File: src/rtl/gcd_job_sequencer_if.sv
// Bundles the job stream, result stream, GCD core link and status of gcd_job_sequencer.
// The slave modport is the sequencer's view; master is the surrounding environment's view.
interface gcd_job_sequencer_if #(
  parameter int DATA_W = 8,
  parameter int TAG_W  = 4,
  parameter int DEPTH  = 4,
  parameter int CNT_W  = 10
) ();

  localparam int CNT_FIFO_W = $clog2(DEPTH) + 1;

  // Job stream
  logic                  job_valid;
  logic                  job_ready;
  logic [DATA_W-1:0]     job_a;
  logic [DATA_W-1:0]     job_b;
  logic [TAG_W-1:0]      job_tag;

  // Result stream
  logic                  res_valid;
  logic                  res_ready;
  logic [DATA_W-1:0]     res_g;
  logic [TAG_W-1:0]      res_tag;
  logic [CNT_W-1:0]      res_cycles;

  // GCD core link
  logic [DATA_W-1:0]     gcd_a_in;
  logic [DATA_W-1:0]     gcd_b_in;
  logic                  gcd_input_valid;
  logic                  gcd_ack;
  logic [DATA_W-1:0]     gcd_g_out;
  logic                  gcd_output_valid;

  // Status
  logic [CNT_FIFO_W-1:0] fifo_count;
  logic                  idle;

  modport slave (
    input  job_valid, job_a, job_b, job_tag,
    output job_ready,
    output res_valid, res_g, res_tag, res_cycles,
    input  res_ready,
    output gcd_a_in, gcd_b_in, gcd_input_valid, gcd_ack,
    input  gcd_g_out, gcd_output_valid,
    output fifo_count, idle
  );

  modport master (
    output job_valid, job_a, job_b, job_tag,
    input  job_ready,
    input  res_valid, res_g, res_tag, res_cycles,
    output res_ready,
    input  gcd_a_in, gcd_b_in, gcd_input_valid, gcd_ack,
    output gcd_g_out, gcd_output_valid,
    input  fifo_count, idle
  );

endinterface

File: src/rtl/gcd_job_sequencer.sv
// Job FIFO plus issue/wait/ack sequencer in front of an 8-bit GCD core; results are
// returned with their tag and the number of cycles the core spent busy.
module gcd_job_sequencer #(
  parameter int DATA_W = 8,
  parameter int TAG_W  = 4,
  parameter int DEPTH  = 4,
  parameter int CNT_W  = 10
) (
  input  logic               clk,
  input  logic               reset,
  gcd_job_sequencer_if.slave bus
);

  localparam int PTR_W = $clog2(DEPTH);
  localparam logic [PTR_W:0]   FULL_CNT = (PTR_W + 1)'(DEPTH);
  localparam logic [CNT_W-1:0] CNT_MAX  = '1;

  typedef enum logic [1:0] {
    S_IDLE,
    S_ISSUE,
    S_WAIT,
    S_ACK
  } state_t;

  state_t r_state;
  state_t w_state_nxt;

  // Job FIFO storage and bookkeeping
  logic [DATA_W-1:0] r_mem_a   [DEPTH];
  logic [DATA_W-1:0] r_mem_b   [DEPTH];
  logic [TAG_W-1:0]  r_mem_tag [DEPTH];
  logic [PTR_W-1:0]  r_wr_ptr;
  logic [PTR_W-1:0]  r_rd_ptr;
  logic [PTR_W:0]    r_count;

  // Issued job and result holding registers
  logic [DATA_W-1:0] r_gcd_a;
  logic [DATA_W-1:0] r_gcd_b;
  logic [TAG_W-1:0]  r_tag;
  logic [CNT_W-1:0]  r_cnt;
  logic              r_res_valid;
  logic [DATA_W-1:0] r_res_g;
  logic [TAG_W-1:0]  r_res_tag;
  logic [CNT_W-1:0]  r_res_cycles;

  logic w_full;
  logic w_empty;
  logic w_push;
  logic w_pop;
  logic w_capture;
  logic w_drain;

  // Full is judged on the registered count only, so a same-cycle pop never frees a slot early.
  assign w_full    = (r_count == FULL_CNT);
  assign w_empty   = (r_count == '0);
  assign w_push    = bus.job_valid && !w_full;
  assign w_pop     = (r_state == S_IDLE) && !w_empty;
  assign w_drain   = r_res_valid && bus.res_ready;
  assign w_capture = (r_state == S_WAIT) && bus.gcd_output_valid
                     && (!r_res_valid || bus.res_ready);

  // NOTE: the FIFO payload array is deliberately left without reset; the pointers and
  // count fully define which entries are meaningful, and an unreset array maps to plain RAM.
  always_ff @(posedge clk) begin
    if (w_push) begin
      r_mem_a[r_wr_ptr]   <= bus.job_a;
      r_mem_b[r_wr_ptr]   <= bus.job_b;
      r_mem_tag[r_wr_ptr] <= bus.job_tag;
    end
  end

  always_ff @(posedge clk or posedge reset) begin
    if (reset) begin
      r_wr_ptr <= '0;
      r_rd_ptr <= '0;
      r_count  <= '0;
    end else begin
      if (w_push) begin
        r_wr_ptr <= r_wr_ptr + PTR_W'(1);
      end
      if (w_pop) begin
        r_rd_ptr <= r_rd_ptr + PTR_W'(1);
      end
      case ({w_push, w_pop})
        2'b10:   r_count <= r_count + (PTR_W + 1)'(1);
        2'b01:   r_count <= r_count - (PTR_W + 1)'(1);
        default: r_count <= r_count;
      endcase
    end
  end

  always_ff @(posedge clk or posedge reset) begin
    if (reset) begin
      r_state <= S_IDLE;
    end else begin
      r_state <= w_state_nxt;
    end
  end

  // NOTE: the next state gets its default before the case so every path assigns it and
  // no latch is inferred.
  always_comb begin
    w_state_nxt = r_state;
    case (r_state)
      S_IDLE: begin
        if (!w_empty) begin
          w_state_nxt = S_ISSUE;
        end
      end
      S_ISSUE: w_state_nxt = S_WAIT;
      S_WAIT: begin
        if (w_capture) begin
          w_state_nxt = S_ACK;
        end
      end
      S_ACK:   w_state_nxt = S_IDLE;
      default: w_state_nxt = S_IDLE;
    endcase
  end

  // Operands stay on the core inputs until the next pop; the counter freezes once the
  // core reports done, so backpressure does not inflate res_cycles.
  always_ff @(posedge clk or posedge reset) begin
    if (reset) begin
      r_gcd_a <= '0;
      r_gcd_b <= '0;
      r_tag   <= '0;
      r_cnt   <= '0;
    end else if (w_pop) begin
      r_gcd_a <= r_mem_a[r_rd_ptr];
      r_gcd_b <= r_mem_b[r_rd_ptr];
      r_tag   <= r_mem_tag[r_rd_ptr];
      r_cnt   <= '0;
    end else if ((r_state == S_WAIT) && !bus.gcd_output_valid && (r_cnt != CNT_MAX)) begin
      r_cnt <= r_cnt + CNT_W'(1);
    end
  end

  // A capture in the same cycle as a drain refills the holding register without a bubble.
  always_ff @(posedge clk or posedge reset) begin
    if (reset) begin
      r_res_valid  <= 1'b0;
      r_res_g      <= '0;
      r_res_tag    <= '0;
      r_res_cycles <= '0;
    end else if (w_capture) begin
      r_res_valid  <= 1'b1;
      r_res_g      <= bus.gcd_g_out;
      r_res_tag    <= r_tag;
      r_res_cycles <= r_cnt;
    end else if (w_drain) begin
      r_res_valid  <= 1'b0;
    end
  end

  assign bus.job_ready       = !w_full;
  assign bus.fifo_count      = r_count;
  assign bus.idle            = (r_state == S_IDLE) && w_empty;
  assign bus.gcd_a_in        = r_gcd_a;
  assign bus.gcd_b_in        = r_gcd_b;
  assign bus.gcd_input_valid = (r_state == S_ISSUE);
  assign bus.gcd_ack         = (r_state == S_ACK);
  assign bus.res_valid       = r_res_valid;
  assign bus.res_g           = r_res_g;
  assign bus.res_tag         = r_res_tag;
  assign bus.res_cycles      = r_res_cycles;

endmodule

File: src/flat_wrapper.sv
// flat-port wrapper written by rule: the top's interface ports become plain ports
module gcd_job_sequencer_flat 
#(
  parameter int DATA_W = 8,
  parameter int TAG_W  = 4,
  parameter int DEPTH  = 4,
  parameter int CNT_W  = 10
)
  (clk, reset, bus_job_valid, bus_job_a, bus_job_b, bus_job_tag, bus_job_ready, bus_res_valid, bus_res_g, bus_res_tag, bus_res_cycles, bus_res_ready, bus_gcd_a_in, bus_gcd_b_in, bus_gcd_input_valid, bus_gcd_ack, bus_gcd_g_out, bus_gcd_output_valid, bus_fifo_count, bus_idle);
  gcd_job_sequencer_if #(.DATA_W(DATA_W), .TAG_W(TAG_W), .DEPTH(DEPTH), .CNT_W(CNT_W)) bus_i ();
  input  logic clk;
  input  logic reset;
  input wire logic [$bits(bus_i.job_valid)-1:0] bus_job_valid;
  input wire logic [$bits(bus_i.job_a)-1:0] bus_job_a;
  input wire logic [$bits(bus_i.job_b)-1:0] bus_job_b;
  input wire logic [$bits(bus_i.job_tag)-1:0] bus_job_tag;
  output wire logic [$bits(bus_i.job_ready)-1:0] bus_job_ready;
  output wire logic [$bits(bus_i.res_valid)-1:0] bus_res_valid;
  output wire logic [$bits(bus_i.res_g)-1:0] bus_res_g;
  output wire logic [$bits(bus_i.res_tag)-1:0] bus_res_tag;
  output wire logic [$bits(bus_i.res_cycles)-1:0] bus_res_cycles;
  input wire logic [$bits(bus_i.res_ready)-1:0] bus_res_ready;
  output wire logic [$bits(bus_i.gcd_a_in)-1:0] bus_gcd_a_in;
  output wire logic [$bits(bus_i.gcd_b_in)-1:0] bus_gcd_b_in;
  output wire logic [$bits(bus_i.gcd_input_valid)-1:0] bus_gcd_input_valid;
  output wire logic [$bits(bus_i.gcd_ack)-1:0] bus_gcd_ack;
  input wire logic [$bits(bus_i.gcd_g_out)-1:0] bus_gcd_g_out;
  input wire logic [$bits(bus_i.gcd_output_valid)-1:0] bus_gcd_output_valid;
  output wire logic [$bits(bus_i.fifo_count)-1:0] bus_fifo_count;
  output wire logic [$bits(bus_i.idle)-1:0] bus_idle;
  assign bus_i.job_valid = bus_job_valid;
  assign bus_i.job_a = bus_job_a;
  assign bus_i.job_b = bus_job_b;
  assign bus_i.job_tag = bus_job_tag;
  assign bus_job_ready = bus_i.job_ready;
  assign bus_res_valid = bus_i.res_valid;
  assign bus_res_g = bus_i.res_g;
  assign bus_res_tag = bus_i.res_tag;
  assign bus_res_cycles = bus_i.res_cycles;
  assign bus_i.res_ready = bus_res_ready;
  assign bus_gcd_a_in = bus_i.gcd_a_in;
  assign bus_gcd_b_in = bus_i.gcd_b_in;
  assign bus_gcd_input_valid = bus_i.gcd_input_valid;
  assign bus_gcd_ack = bus_i.gcd_ack;
  assign bus_i.gcd_g_out = bus_gcd_g_out;
  assign bus_i.gcd_output_valid = bus_gcd_output_valid;
  assign bus_fifo_count = bus_i.fifo_count;
  assign bus_idle = bus_i.idle;
  gcd_job_sequencer #(.DATA_W(DATA_W), .TAG_W(TAG_W), .DEPTH(DEPTH), .CNT_W(CNT_W)) u_core (.clk(clk), .reset(reset), .bus(bus_i));
endmodule
File: config.mk
export PLATFORM = sky130hd
export DESIGN_NAME = gcd_job_sequencer_flat
export DESIGN_NICKNAME = d
export VERILOG_FILES = /design/src/rtl/gcd_job_sequencer_if.sv /design/src/rtl/gcd_job_sequencer.sv /design/src/flat_wrapper.sv
export SDC_FILE = /design/constraint.sdc
export NUM_CORES = 1
export LEC_CHECK = 0
export BUFFER_PORTS_ARGS = -buffer_cell sky130_fd_sc_hd__buf_4
export CAP_MARGIN = 30
export CORE_ASPECT_RATIO = 0.5
export CORE_MARGIN = 1
export CORE_UTILIZATION = 58
export CTS_BUF_LIST = sky130_fd_sc_hd__clkbuf_8
export DETAILED_ROUTE_END_ITERATION = 10
export HOLD_SLACK_MARGIN = 0.06
export PLACE_DENSITY_LB_ADDON = 0.1
export SYNTH_ARGS = -nofsm -noshare
export SYNTH_HDL_FRONTEND = slang
export SYNTH_SLANG_ARGS = --single-unit
export TNS_END_PERCENT = 5
File: constraint.sdc
create_clock -name clk -period 3 [get_ports clk]
set_clock_uncertainty 0.05 [all_clocks]
set_input_delay 0.15 -clock clk [delete_from_list [all_inputs] [get_ports clk]]
set_output_delay 0.15 -clock clk [all_outputs]
set_load 0.005 [all_outputs]
==> metrics.md <==
| Metric | Value |
|---|---|
| Status | `complete, but fails checks` |
| Failing checks | `design-rule violations` |
| Worst relative slew slack | `62.3%` |
| Filler instances | `569` |
| Die X-Extent | `142 um` |
| Syn Area/Cell | `16.2 um^2` |
| Post-synthesis register bit count | `142` |
| Peak Freq | `437 MHz` |
| Global-route wire length before repair | `17800 um` |
| Number of post-CTS setup repair buffers | `0` |
| FF+latch area | `3950 um^2` |
| Largest net degree at the start of global routing | `40` |
| Skew-Pair Late Insertion Delay | `440 ps` |
| Asr flop ratio synth | `43.7%` |
| Hold WC Path Type | `primary input to async pin` |
| CP Capture Type | `flip-flop` |
| Final Max Slew Viols | `0` |
| Root Buffer Master | `clkbuf_8` |
| Post-CTS resize count | `0` |
| Worst slew pin tran | `565 ps` |
| Post-synth EDFFs | `80` |
| Worst reg2reg path endpoint | `u_core.bus.fifo_count[2]$_DFFE_PP0P_` |
| Max clock buf depth | `2` |
| ANT nets after route | `0` |
| RSZ-0062 raised after global routing | `false` |
| GRT Util Overall | `24.1%` |
| Worst VDD drop | `517 uV` |
| Most used cell, CP | `inv_1` |
| Initial DRC count | `188` |
| Area growth syn-to-layout | `26.5%` |
| Leakage Power | `3.03 nW` |
| Starting density of the core | `59.9%` |
| Top Ports | `79` |
| Die Ht | `71.9 um` |
| Detailed placement HPWL | `6520 um` |
| Slowest CP cell | `dfrtp_1` |
| Worst-path fanout max | `6` |
| Tcrit/Tclk final | `76.3%` |
| Register-to-Register Path Depth | `10` |
| Drt wl/cell | `17.5 um` |
| Max incr delay on CP | `420 ps` |
| CP Data Arrival Time | `2600 ps` |
| Pwr dens | `908 nW/um^2` |
| DR vias | `3293` |
| Layout cells sized above 1 | `35.6%` |
| R2r startpoint | `u_core.bus.fifo_count[0]$_DFFE_PP0P_` |
| GR Overflow Total | `0` |
| Multi-input gate area | `1580 um^2` |
| Die area | `10200 um^2` |
| Number of global-route vias before repair | `3486` |
| R2R Setup Slk | `710 ps` |
| Setup TNS Final | `0 ps` |
| Cell variety after synth | `40` |
| MaxCap Viol Count | `0` |
| Site row count | `25` |
| Largest cells by area after synthesis | `edfxtp_1 42%, dfrtp_1 27%, mux4_2 8.0%, mux2_2 4.6%, nand2_1 4.4%` |
| Commonest non-fill, non-tap cell in the layout | `buf_4` |
| Post-Syn Instances | `349` |
| Delay-heaviest family, CP | `simple AND/OR/NAND/NOR gates` |
| Syn. warnings | `0` |
| # diodes | `0` |
| Finish-stage setup viols | `0` |
| Drt pass-1 iters | `7` |
| Synthesized area | `5660 um^2` |
| Core area | `9450 um^2` |
| Tmin final | `2290 ps` |
| Most frequent cells in the layout | `89 x buf_4, 80 x edfxtp_1, 67 x nand2_1` |
| CP required | `3310 ps` |
| CTS tree | `built` |
| Synth top area share | `42.4%` |
| Crit path launch | `u_core.bus.fifo_count[0]$_DFFE_PP0P_` |
| Clock net sink count | `142` |
| Buf+Inv Stages, Crit Path | `3` |
| Reg clk slew, reported paths | `80 ps` |
| Final core occ | `75.8%` |
| Most common flop cell mapped by yosys | `edfxtp_1` |
| Number of port buffers | `78` |
| Sequential-to-total area share from yosys stat | `69.8%` |
| Remaining DRCs | `2` |
| Nets | `522` |
| Critical path class | `flip-flop to flip-flop` |
| Placer Congestion | `0.860` |
| Vias per cell | `5.26` |
| Critical Path, Cell by Cell | `inv_1 > nand3_1 > and2_1 > inv_1 > ha_1 > inv_1 > fa_1 > xor2_1 > nor2_1 > xor2_1` |
| TritonCTS Buffers | `17` |
| CP Launch Type | `flip-flop` |
| Routed WL | `11000 um` |
| H-tree depth | `4` |
| Final hold viol count | `0` |
| Hold buffer count at cts | `32` |
| Area leader, netlist | `edfxtp_1` |
| Mapped Nets | `393` |
| Initial antenna violation count | `0` |
how the worst max path moves through the flow:
stage,end,slack [ps],cells after the start
global route,u_core.bus.fifo_count[2]$_DFFE_PP0P_,560,10
global placement,u_core.bus.fifo_count[2]$_DFFE_PP0P_,950,10
floorplan,u_core.bus.fifo_count[2]$_DFFE_PP0P_,830,12
finish,u_core.bus.fifo_count[2]$_DFFE_PP0P_,710,10
detailed placement,u_core.bus.fifo_count[2]$_DFFE_PP0P_,740,10
CTS,u_core.bus.fifo_count[2]$_DFFE_PP0P_,720,10
Yosys cell counts, types with 2 or more instances:
master    instances
buf_4             3
mux2i_1           2
xnor2_1           8
nand2_1          67
nand4_1           2
a21oi_1           2
and3_1            4
nor2_1            6
a311oi_1          2
a31oi_1           2
xor2_1            3
nor2_2            2
o21ai_0           2
ha_1             10
clkbuf_1          3
nor3_1            2
nand2b_1          2
buf_2             6
inv_1            14
mux2_2           23
nand3_1           4
edfxtp_1         80
mux4_2           20
dfrtp_1          62
and4_4            2
and2_1            2
flip-flops by register name (all words and copies together), names as in the netlist:
name and count:
u_core.bus.fifo_count 3, u_core.r_tag 4, u_core.r_cnt 10, u_core.r_mem_tag 16
u_core.r_mem_a 32, u_core.bus.res_g 8, u_core.bus.gcd_a_in 8, u_core.bus.gcd_b_in 8
u_core.bus.res_valid 1, u_core.r_state 2, u_core.r_mem_b 32, u_core.bus.res_tag 4
u_core.r_wr_ptr 2, u_core.bus.res_cycles 10, u_core.r_rd_ptr 2
layout make-up:
cell class                      count  share of cell area [%]
Sequential cell                   142                    55.2
Clock inverter                     15                    2.08
Inverter                           14                   0.734
Clock buffer                       17                    3.27
Tap cell                          135                    2.36
Timing Repair Buffer              123                    14.3
Multi-Input combinational cell    180                    22.0
report_power, final:
part	internal (mW)	total (mW)	switching (mW)	leakage, nW
Clock	0.733	1.47	0.734	0.189
Combinational	1.09	2.12	1.03	1.33
Sequential	2.63	2.91	0.284	1.52
Total	4.45	6.50	2.05	3.03
stage by stage:
stage	area, um^2	cells	hold slack, ps	power [mW]	setup WS (ps)
final	7160	626	198	6.50	711
after global routing	7160	626	203	6.87	565
after CTS	7140	625	145	6.54	723
after floorplan	5660	349	199	4.20	833
after detailed placement	6440	561	65.6	5.03	741
after global placement	6420	560	298	4.91	952
routing by layer:
| layer | global-route usage (%) | share of wire (%) |
|---|---|---|
| met1 | 30.5 | 42 |
| met2 | 41.3 | 51 |
| met3 | 6.95 | 5.6 |
| met4 | 6.93 | 0.82 |
| met5 | 0 | 0 |
worst min-delay path: stages:
cell           delay, ps
dlygate4sd3_1        560
buf_4                150
inv_2                210
logic make-up (layout without fill, tap and decap cells):
family	Yosys count	after routing	synth area share, %
xor gates and xnor gates	11	11	1.70
DFF	142	142	69.8
AOI/OAI and AO/OA	13	13	2.08
muxes	46	46	13.1
buffers and inverters	27	169	2.30
and+or+nand+nor	99	99	8.42
adders and majority gates	11	11	2.56
No activity file was read; power rests on OpenSTA's default activity.
